[config.mk]
export PLATFORM = sky130hd
export DESIGN_NAME = rr_arb8
export DESIGN_NICKNAME = d
export VERILOG_FILES = /design/src/rtl/arb_pkg.sv /design/src/rtl/rr_prio_pick.sv /design/src/rtl/rr_arb8.sv
export SDC_FILE = /design/constraint.sdc
export NUM_CORES = 1
export LEC_CHECK = 0
export BUFFER_PORTS_ARGS = -buffer_cell sky130_fd_sc_hd__buf_2
export CAP_MARGIN = 25
export CORE_ASPECT_RATIO = 1.2
export CORE_UTILIZATION = 40
export CTS_BUF_LIST = sky130_fd_sc_hd__clkbuf_8
export DETAILED_ROUTE_END_ITERATION = 8
export GPL_ROUTABILITY_DRIVEN = 0
export PLACE_DENSITY_LB_ADDON = 0.1
export SETUP_SLACK_MARGIN = 0.05
export SYNTH_ARGS = -nofsm -noshare
export SYNTH_HDL_FRONTEND = slang
export SYNTH_HIERARCHICAL = 1
export SYNTH_SLANG_ARGS = --single-unit
[constraint.sdc]
create_clock -name clk -period 4 [get_ports clk]
set_input_delay 0.2 -clock clk [delete_from_list [all_inputs] [get_ports clk]]
set_output_delay 0.2 -clock clk [all_outputs]
set_load 0.01 [all_outputs]
[src/rtl/arb_pkg.sv]
// Shared definitions for the 8-way round-robin arbiter.
// Holds requester count, index width and the FSM state encoding.
package arb_pkg;

  localparam int N     = 8;
  localparam int IDX_W = 3;

  typedef enum logic {
    IDLE  = 1'b0,
    GRANT = 1'b1
  } state_t;

endpackage

[src/rtl/rr_prio_pick.sv]
// Rotated priority pick: first set bit of i_vec scanning from i_start upward, wrapping.
// Ports: i_vec (requests), i_start (scan origin), o_idx (winner), o_found (any bit set).
module rr_prio_pick
  import arb_pkg::*;
(
  input  logic [N-1:0]     i_vec,
  input  logic [IDX_W-1:0] i_start,
  output logic [IDX_W-1:0] o_idx,
  output logic             o_found
);

  logic [2*N-1:0]   w_dbl;
  logic [N-1:0]     w_rot;
  logic [IDX_W-1:0] w_enc;

  // Rotate right by i_start so the scan origin lands on bit 0.
  assign w_dbl = {i_vec, i_vec};
  assign w_rot = w_dbl[i_start +: N];

  // Lowest set bit wins; iterate downward so the lowest assignment is last.
  always_comb begin
    w_enc = '0;
    for (int i = N - 1; i >= 0; i--) begin
      if (w_rot[i]) w_enc = IDX_W'(i);
    end
  end

  // Undo the rotation; 3-bit add wraps naturally.
  assign o_idx   = w_enc + i_start;
  assign o_found = |i_vec;

endmodule

[src/rtl/rr_arb8.sv]
// Round-robin arbiter for 8 requesters with a per-owner hold limit.
// Ports: clk, rst (sync, active high), req[7:0]; gnt[7:0] one-hot, gnt_idx[2:0], gnt_valid.
module rr_arb8
  import arb_pkg::*;
#(
  parameter int MAX_HOLD = 16
) (
  input  logic             clk,
  input  logic             rst,
  input  logic [N-1:0]     req,
  output logic [N-1:0]     gnt,
  output logic [IDX_W-1:0] gnt_idx,
  output logic             gnt_valid
);

  localparam int HW = $clog2(MAX_HOLD);

  state_t           r_state, w_state_nxt;
  logic [IDX_W-1:0] r_ptr, w_ptr_nxt;
  logic [HW-1:0]    r_hold, w_hold_nxt;
  logic [N-1:0]     r_gnt, w_gnt_nxt;
  logic [IDX_W-1:0] r_idx, w_idx_nxt;
  logic             r_valid, w_valid_nxt;

  logic [IDX_W-1:0] w_start;
  logic [IDX_W-1:0] w_pick;
  logic             w_found;
  logic [IDX_W-1:0] w_after;

  // While granted, the next owner is searched from just past the
  // current one; ptr only matters when coming out of IDLE.
  assign w_after = r_idx + IDX_W'(1);
  assign w_start = (r_state == GRANT) ? w_after : r_ptr;

  rr_prio_pick u_pick (
    .i_vec   (req),
    .i_start (w_start),
    .o_idx   (w_pick),
    .o_found (w_found)
  );

  always_ff @(posedge clk) begin
    if (rst) begin
      r_state <= IDLE;
      r_ptr   <= '0;
      r_hold  <= '0;
      r_gnt   <= '0;
      r_idx   <= '0;
      r_valid <= 1'b0;
    end else begin
      r_state <= w_state_nxt;
      r_ptr   <= w_ptr_nxt;
      r_hold  <= w_hold_nxt;
      r_gnt   <= w_gnt_nxt;
      r_idx   <= w_idx_nxt;
      r_valid <= w_valid_nxt;
    end
  end

  always_comb begin
    w_state_nxt = r_state;
    w_ptr_nxt   = r_ptr;
    w_hold_nxt  = r_hold;
    w_gnt_nxt   = r_gnt;
    w_idx_nxt   = r_idx;
    w_valid_nxt = r_valid;
    unique case (r_state)
      IDLE: begin
        if (w_found) begin
          w_state_nxt = GRANT;
          w_idx_nxt   = w_pick;
          w_gnt_nxt   = N'(1) << w_pick;
          w_valid_nxt = 1'b1;
          w_hold_nxt  = '0;
        end
      end
      GRANT: begin
        if (!req[r_idx]) begin
          w_ptr_nxt  = w_after;
          w_hold_nxt = '0;
          if (w_found) begin
            w_idx_nxt = w_pick;
            w_gnt_nxt = N'(1) << w_pick;
          end else begin
            w_state_nxt = IDLE;
            w_idx_nxt   = '0;
            w_gnt_nxt   = '0;
            w_valid_nxt = 1'b0;
          end
        end else if (r_hold == HW'(MAX_HOLD - 1)) begin
          // Timeout: owner still requesting, so w_found is guaranteed.
          w_ptr_nxt  = w_after;
          w_hold_nxt = '0;
          w_idx_nxt  = w_pick;
          w_gnt_nxt  = N'(1) << w_pick;
        end else begin
          w_hold_nxt = r_hold + HW'(1);
        end
      end
      default: w_state_nxt = IDLE;
    endcase
  end

  always_comb begin
    gnt       = r_gnt;
    gnt_idx   = r_idx;
    gnt_valid = r_valid;
  end

endmodule

# Word-level counts from Yosys, hierarchy flattened

Index checks and enable logic that the tools add are counted.

Equality and inequality tests: 6
Reduce and logical (&&, ||, !) cells: 4
Shift-type cells: 2
Order comparisons: 1
Muxes and demuxes: 34
Add/subtract/negate cells: 3
Div/mod/pow operators: 0
Multipliers: 0
Bitwise logic cells: 1

Operators with widths:

| cell                                               | count |
|---|---|
| 2-to-1 mux 3 bit                                   | 15 |
| 2-to-1 mux 8 bit                                   | 4 |
| case mux 8 bit (2 select lines)                    | 1 |
| variable part select 16 x 4 -> 8 bit               | 1 |
| 2-to-1 mux 4 bit                                   | 3 |
| case mux 4 bit (2 select lines)                    | 1 |
| OR reduction 8 bit                                 | 1 |
| left shift 1 x 3 -> 8 bit, first input constant    | 1 |
| 2-to-1 mux 1 bit                                   | 6 |
| case mux 3 bit (2 select lines)                    | 1 |
| adder 4 x 1 -> 4 bit, second input constant        | 1 |
| == test 4 bit, second input constant               | 1 |
| < comparator 3 x 4 -> 1 bit, second input constant | 1 |
| != test 2 x 1 -> 1 bit, second input constant      | 2 |
| != test 2 bit, second input constant               | 2 |
| case mux 1 bit (2 select lines)                    | 2 |
| AND reduction 2 bit                                | 2 |
| adder 3 x 1 -> 3 bit, second input constant        | 1 |
| adder 3 bit                                        | 1 |
| binary-select mux 1 bit (select 3 bit)             | 1 |
| != test 3 x 2 -> 1 bit, second input constant      | 1 |
| AND reduction 3 bit                                | 1 |
| inverter 1 bit                                     | 1 |

Latch bits: 0
Bits in read-only memories: 0
Memories: 0
Bits in writable memories: 0
Register bits: 20
Input bits: 10

# Depth between registers and ports, before layout

Depth after elaboration: 16
Mapped depth: 18

# By module

Netlist, hierarchy kept.

By module, submodules not included:

| module       | cells an instance | area an instance (um^2) | seq. area each (um^2) | times used |
|---|---|---|---|---|
| rr_arb8      | 105               | 1004.7                  | 400.4                 | 1 |
| rr_prio_pick | 50                | 519.2                   | 0.0                   | 1 |

# Least setup slack after synthesis

Ideal clock, no wire load.

Path type: flip-flop to flip-flop
From: reg r_state
To: reg r_gnt[6], in the netlist gnt[6]
Data arrival time: 3.656 ns
Path slack: 0.222 ns
Clock period less this slack: 3.778 ns
Stages on the path, launching flop included: 19
Required time: 3.878 ns
Cells stage by stage: dfxtp_1 buf_2 nor2_1 a21oi_1 buf_6 mux4_1 mux2i_1 o311ai_0 a21bo_2 a31oi_1 ha_1 inv_1 fa_1 xnor2_1 xnor2_1 nor2b_1 nand2_1 nor2_1 a221o_2

Longest elaborated chain between the ends: 15
Elaborated cells between the ends (all ways): 21

RTL lines:

| what                                 | RTL line                                    | text |
|---|---|---|
| start, declared                      | rr_arb8.sv:18                               | `state_t r_state, w_state_nxt;` |
| start signal, assigned               | rr_arb8.sv:51                               | `r_state <= w_state_nxt;` |
| 2-to-1 mux 3 bit *                   | rr_arb8.sv:33                               | `assign w_start = (r_state == GRANT) ? w_after : r_ptr;` |
| net w_start[0]                       | rr_arb8.sv:25                               | `logic [IDX_W-1:0] w_start;` |
| variable part select 16 x 4 -> 8 bit | rr_prio_pick.sv:18                          | `assign w_rot = w_dbl[i_start +: N];` |
| 2-to-1 mux 3 bit (8 in series)       | rr_prio_pick.sv:24                          | `if (w_rot[i]) w_enc = IDX_W'(i);` |
| adder 3 bit *                        | rr_prio_pick.sv:29                          | `assign o_idx = w_enc + i_start;` |
| net w_pick[2]                        | rr_arb8.sv:26                               | `logic [IDX_W-1:0] w_pick;` |
| left shift 1 x 3 -> 8 bit *          | rr_arb8.sv:72, rr_arb8.sv:83, rr_arb8.sv:95 |  |
| 2-to-1 mux 8 bit (on tied branches)  | rr_arb8.sv:81, rr_arb8.sv:90                |  |
| 2-to-1 mux 8 bit                     | rr_arb8.sv:78                               | `if (!req[r_idx]) begin` |
| case mux 8 bit (2 select lines) *    | rr_arb8.sv:67                               | `unique case (r_state)` |
| end signal, assigned                 | rr_arb8.sv:54                               | `r_gnt <= w_gnt_nxt;` |
| end, declared                        | rr_arb8.sv:21                               | `logic [N-1:0] r_gnt, w_gnt_nxt;` |

The timed path passes the listed nets; every way through them passes the cells marked *. The select of a mux whose other input is x is not followed.
A chain may end at the register's enable or synchronous reset.

# Final worst setup path

From: reg r_idx[1], in the netlist gnt_idx[1]
To: reg r_gnt[6], in the netlist gnt[6]

Longest elaborated chain between the ends: 16
Elaborated cells between the ends (all ways): 22

RTL lines:

| what                                 | RTL line                                    | text |
|---|---|---|
| start, declared                      | rr_arb8.sv:22                               | `logic [IDX_W-1:0] r_idx, w_idx_nxt;` |
| start signal, assigned               | rr_arb8.sv:55                               | `r_idx <= w_idx_nxt;` |
| adder 3 x 1 -> 3 bit *               | rr_arb8.sv:32                               | `assign w_after = r_idx + IDX_W'(1);` |
| net w_after[1]                       | rr_arb8.sv:28                               | `logic [IDX_W-1:0] w_after;` |
| 2-to-1 mux 3 bit *                   | rr_arb8.sv:33                               |  |
| net w_start[1]                       | rr_arb8.sv:25                               |  |
| variable part select 16 x 4 -> 8 bit | rr_prio_pick.sv:18                          |  |
| 2-to-1 mux 3 bit (8 in series)       | rr_prio_pick.sv:24                          |  |
| adder 3 bit *                        | rr_prio_pick.sv:29                          |  |
| net w_pick[2]                        | rr_arb8.sv:26                               |  |
| left shift 1 x 3 -> 8 bit *          | rr_arb8.sv:72, rr_arb8.sv:83, rr_arb8.sv:95 |  |
| 2-to-1 mux 8 bit (on tied branches)  | rr_arb8.sv:81, rr_arb8.sv:90                |  |
| 2-to-1 mux 8 bit                     | rr_arb8.sv:78                               |  |
| case mux 8 bit (2 select lines) *    | rr_arb8.sv:67                               |  |

Marks and branches as above.

==> impl_metrics.json <==
{
  "finalHoldViolCount": 0,
  "tns_ns": 0,
  "vias": 1344,
  "synth_ff_type": "dfxtp_1",
  "period_needed_ns": 3.797,
  "clk_pin_slew_ns": 0.07,
  "antenna_cells": 0,
  "io_pins": 22,
  "dpl.cell_count": 228,
  "cts_root_buffer": "clkbuf_8",
  "grt_setup_unrepaired": "false",
  "overflow": 0,
  "maxCapViolations": 0,
  "synth.most_common_cell": "dfxtp_1",
  "hpwl_um": 2586,
  "hold_depth": 2,
  "drt_iter0_drc": 45,
  "cp_data_required_time_ns": 4.20,
  "hold_end": "r_ptr[1]",
  "ys_top_cells_by_count": "dfxtp_1 (20), mux2i_1 (12), nand2_1 (12), nor2_1 (12), inv_1 (8)",
  "synth_edf_count": 0,
  "ys_seq_elements": 20,
  "cts_tree": "done",
  "avgSynthCellArea_um2": 9.832,
  "viasPerCell": 5.600,
  "dieArea_um2": 4062,
  "min_from": "rst",
  "io_buffers": 21,
  "arrival_ns": 4.00,
  "path_class": "register to register",
  "start_kind": "register",
  "status": "complete, no violations",
  "grt_pass1_wl_um": 5947,
  "core_region_area_um2": 3633,
  "wl_um": 3581,
  "ctsLongestPathBuffers": 2,
  "cts_sinks": 20,
  "grt.total_usage": 0.1855,
  "ys_seq_area_frac": 0.2627,
  "p_leak_uw": 0.0007871,
  "fp.dieW_um": 58.35,
  "drt-pass1-iter-count": 4,
  "max_slew_margin": 0.6369,
  "synthesis.instances": 155,
  "crit_start": "gnt_idx[1]",
  "drc": 0,
  "period_share": 0.9492,
  "row_count": 24,
  "grt_max_degree": 13,
  "area_growth_syn_to_layout_pct": 23.97,
  "dieHeight_um": 69.62,
  "worstMarginPinSlew_ns": 0.5422,
  "antenna_found_initial": 0,
  "grt_pass1_vias": 1254,
  "r2r_end": "gnt[6]",
  "nets": 204,
  "hold_buffers": 0,
  "clk_latency_ns": 0.25,
  "synth_fp_nets": 169,
  "synthesis.area_um2": 1524,
  "stdcell_count": 240,
  "start_util": 0.4194,
  "synthDistinctLibCells": 49,
  "drive_gt1_frac": 0.3830,
  "ir_drop_uv": 296.0,
  "power_density_nw_per_um2": 680.9,
  "ant_nets": 0,
  "r2r_cells": 17,
  "slew_viol_final": 0,
  "synth_area_leaders": "dfxtp_1 (26%), mux4_1 (12%), mux2i_1 (7.9%), mux2_2 (3.0%), nand2_1 (3.0%)",
  "worstReg2RegStart": "gnt_idx[1]",
  "worstHoldPathType": "primary input to register",
  "synth_top_area_share": 0.2627,
  "ys_async_sr_fraction": 0,
  "htreeDepth": 1,
  "yosys.area.top_type": "dfxtp_1",
  "place_area_um2": 1694,
  "crit_fanout": 11,
  "fin_skew_ns": 0.001593,
  "numCtsBuffers": 3,
  "fillerInstances": 356,
  "crit_path_end_kind": "register",
  "final_cell_area_um2": 1889,
  "fmax_mhz": 263.4,
  "wl_per_cell_um": 14.92,
  "yosys_warnings": 6,
  "finalSetupViolCount": 0,
  "rrSetupSlack_ns": 0.20
}
[metal layers]
| metal | vias up | GRT usage | share of wire |
|---|---|---|---|
| li1 | 668 | - | - |
| met1 | 653 | 0.2574 | 0.48 |
| met2 | 21 | 0.3103 | 0.50 |
| met3 | 2 | 0.03358 | 0.025 |
| met4 | 0 | 0.01587 | 0.0036 |
| met5 | - | 0 | 0 |
[cells by family (layout without fill, tap and decap cells)]
group / count (synthesis) / in the layout / synth area share
adder cells (fa/ha/maj): 4 / 4 / 0.03777
buffers and inverters: 15 / 48 / 0.05418
AND/OR/NAND/NOR: 50 / 50 / 0.1716
flip-flops: 20 / 20 / 0.2627
XOR/XNOR: 3 / 3 / 0.01724
multiplexers: 25 / 25 / 0.2479
AO/OA/AOI/OAI: 38 / 38 / 0.2085
[final cells by class]
| type | count | area (um2) | share of cell area |
|---|---|---|---|
| Multi-Input combinational cell | 120 | 1112 | 0.5887 |
| Inverter | 8 | 30.03 | 0.01589 |
| Clock buffer | 3 | 41.29 | 0.02185 |
| Sequential cell | 20 | 407.9 | 0.2159 |
| Tap cell | 52 | 65.06 | 0.03444 |
| Timing Repair Buffer | 37 | 232.7 | 0.1232 |
[power by group]
part           total, uW  internal [uW]  leakage, uW  switching, uW
sequential           292            255     0.000165           36.3
combinational        865            425     0.000601            441
clock                129           66.9    0.0000216           62.5
total               1290            747     0.000787            539
[critical path, stage by stage (launching register included)]
cell and delay (ns):
dfxtp_1 0.39, ha_4 0.22, mux2_4 0.28, buf_8 0.15, mux4_2 0.34, mux2i_2 0.23
o311ai_2 0.15, a21bo_2 0.24, a31oi_4 0.13, ha_2 0.18, inv_1 0.04, fa_2 0.33
xnor2_1 0.14, xnor2_1 0.26, nor2b_4 0.20, nand2_1 0.08, nor4_2 0.26, a221o_2 0.14
[sequential cells by signal, indices dropped and copies added, names as in the netlist]
name       flops
gnt            8
r_ptr          3
gnt_valid      1
gnt_idx        3
r_hold         4
r_state        1
[worst max-delay path by stage]
stage	end	depth (start not counted)	slack (ns)
floorplan	gnt[6]	18	0.22
global placement	gnt[6]	16	0.19
detailed placement	gnt[6]	16	0.02
CTS	gnt[6]	16	0.07
global route	gnt[6]	17	0.009
finish	gnt[6]	17	0.20
[repair_timing]
action,in CTS,in global routing
resized for setup,0,25
setup endpoints to repair,1,7
pin swaps,1,5
gates cloned,0,0
setup buffers,1,8
[layout by cell type (no fill, tap or decap), types with 2 or more instances in the layout]
| master | n |
|---|---|
| and3_1 | 2 |
| nor2_1 | 12 |
| mux4_2 | 3 |
| a211oi_1 | 2 |
| nand3_1 | 4 |
| a211o_1 | 2 |
| o21ai_0 | 2 |
| mux2i_1 | 10 |
| o2bb2ai_1 | 3 |
| nor3_1 | 4 |
| mux2i_2 | 2 |
| xnor2_1 | 3 |
| mux2_4 | 2 |
| a22oi_2 | 2 |
| mux4_1 | 4 |
| buf_4 | 15 |
| dfxtp_4 | 2 |
| mux2_2 | 3 |
| dfxtp_1 | 18 |
| nor2b_1 | 2 |
| nand2b_1 | 3 |
| inv_1 | 8 |
| nand2_1 | 12 |
| a21oi_1 | 3 |
| a22o_1 | 5 |
| buf_2 | 21 |
| clkbuf_8 | 3 |
| o211ai_1 | 2 |
| nor4_1 | 3 |
[through the flow]
step | setup WS [ns] | hold slack (ns) | utilization | power [uW]
floorplan | 0.2215 | 0.4561 | - | 832.7
global placement | 0.1903 | 0.4558 | 0.4663 | 982.0
detailed placement | 0.01756 | 0.4632 | 0.4663 | 991.1
CTS | 0.06877 | 0.2427 | 0.4797 | 1140
global route | 0.009447 | 0.2785 | 0.5200 | 1396
finish | 0.2030 | 0.2775 | 0.5200 | 1286
(Power assumes the default switching activity.)
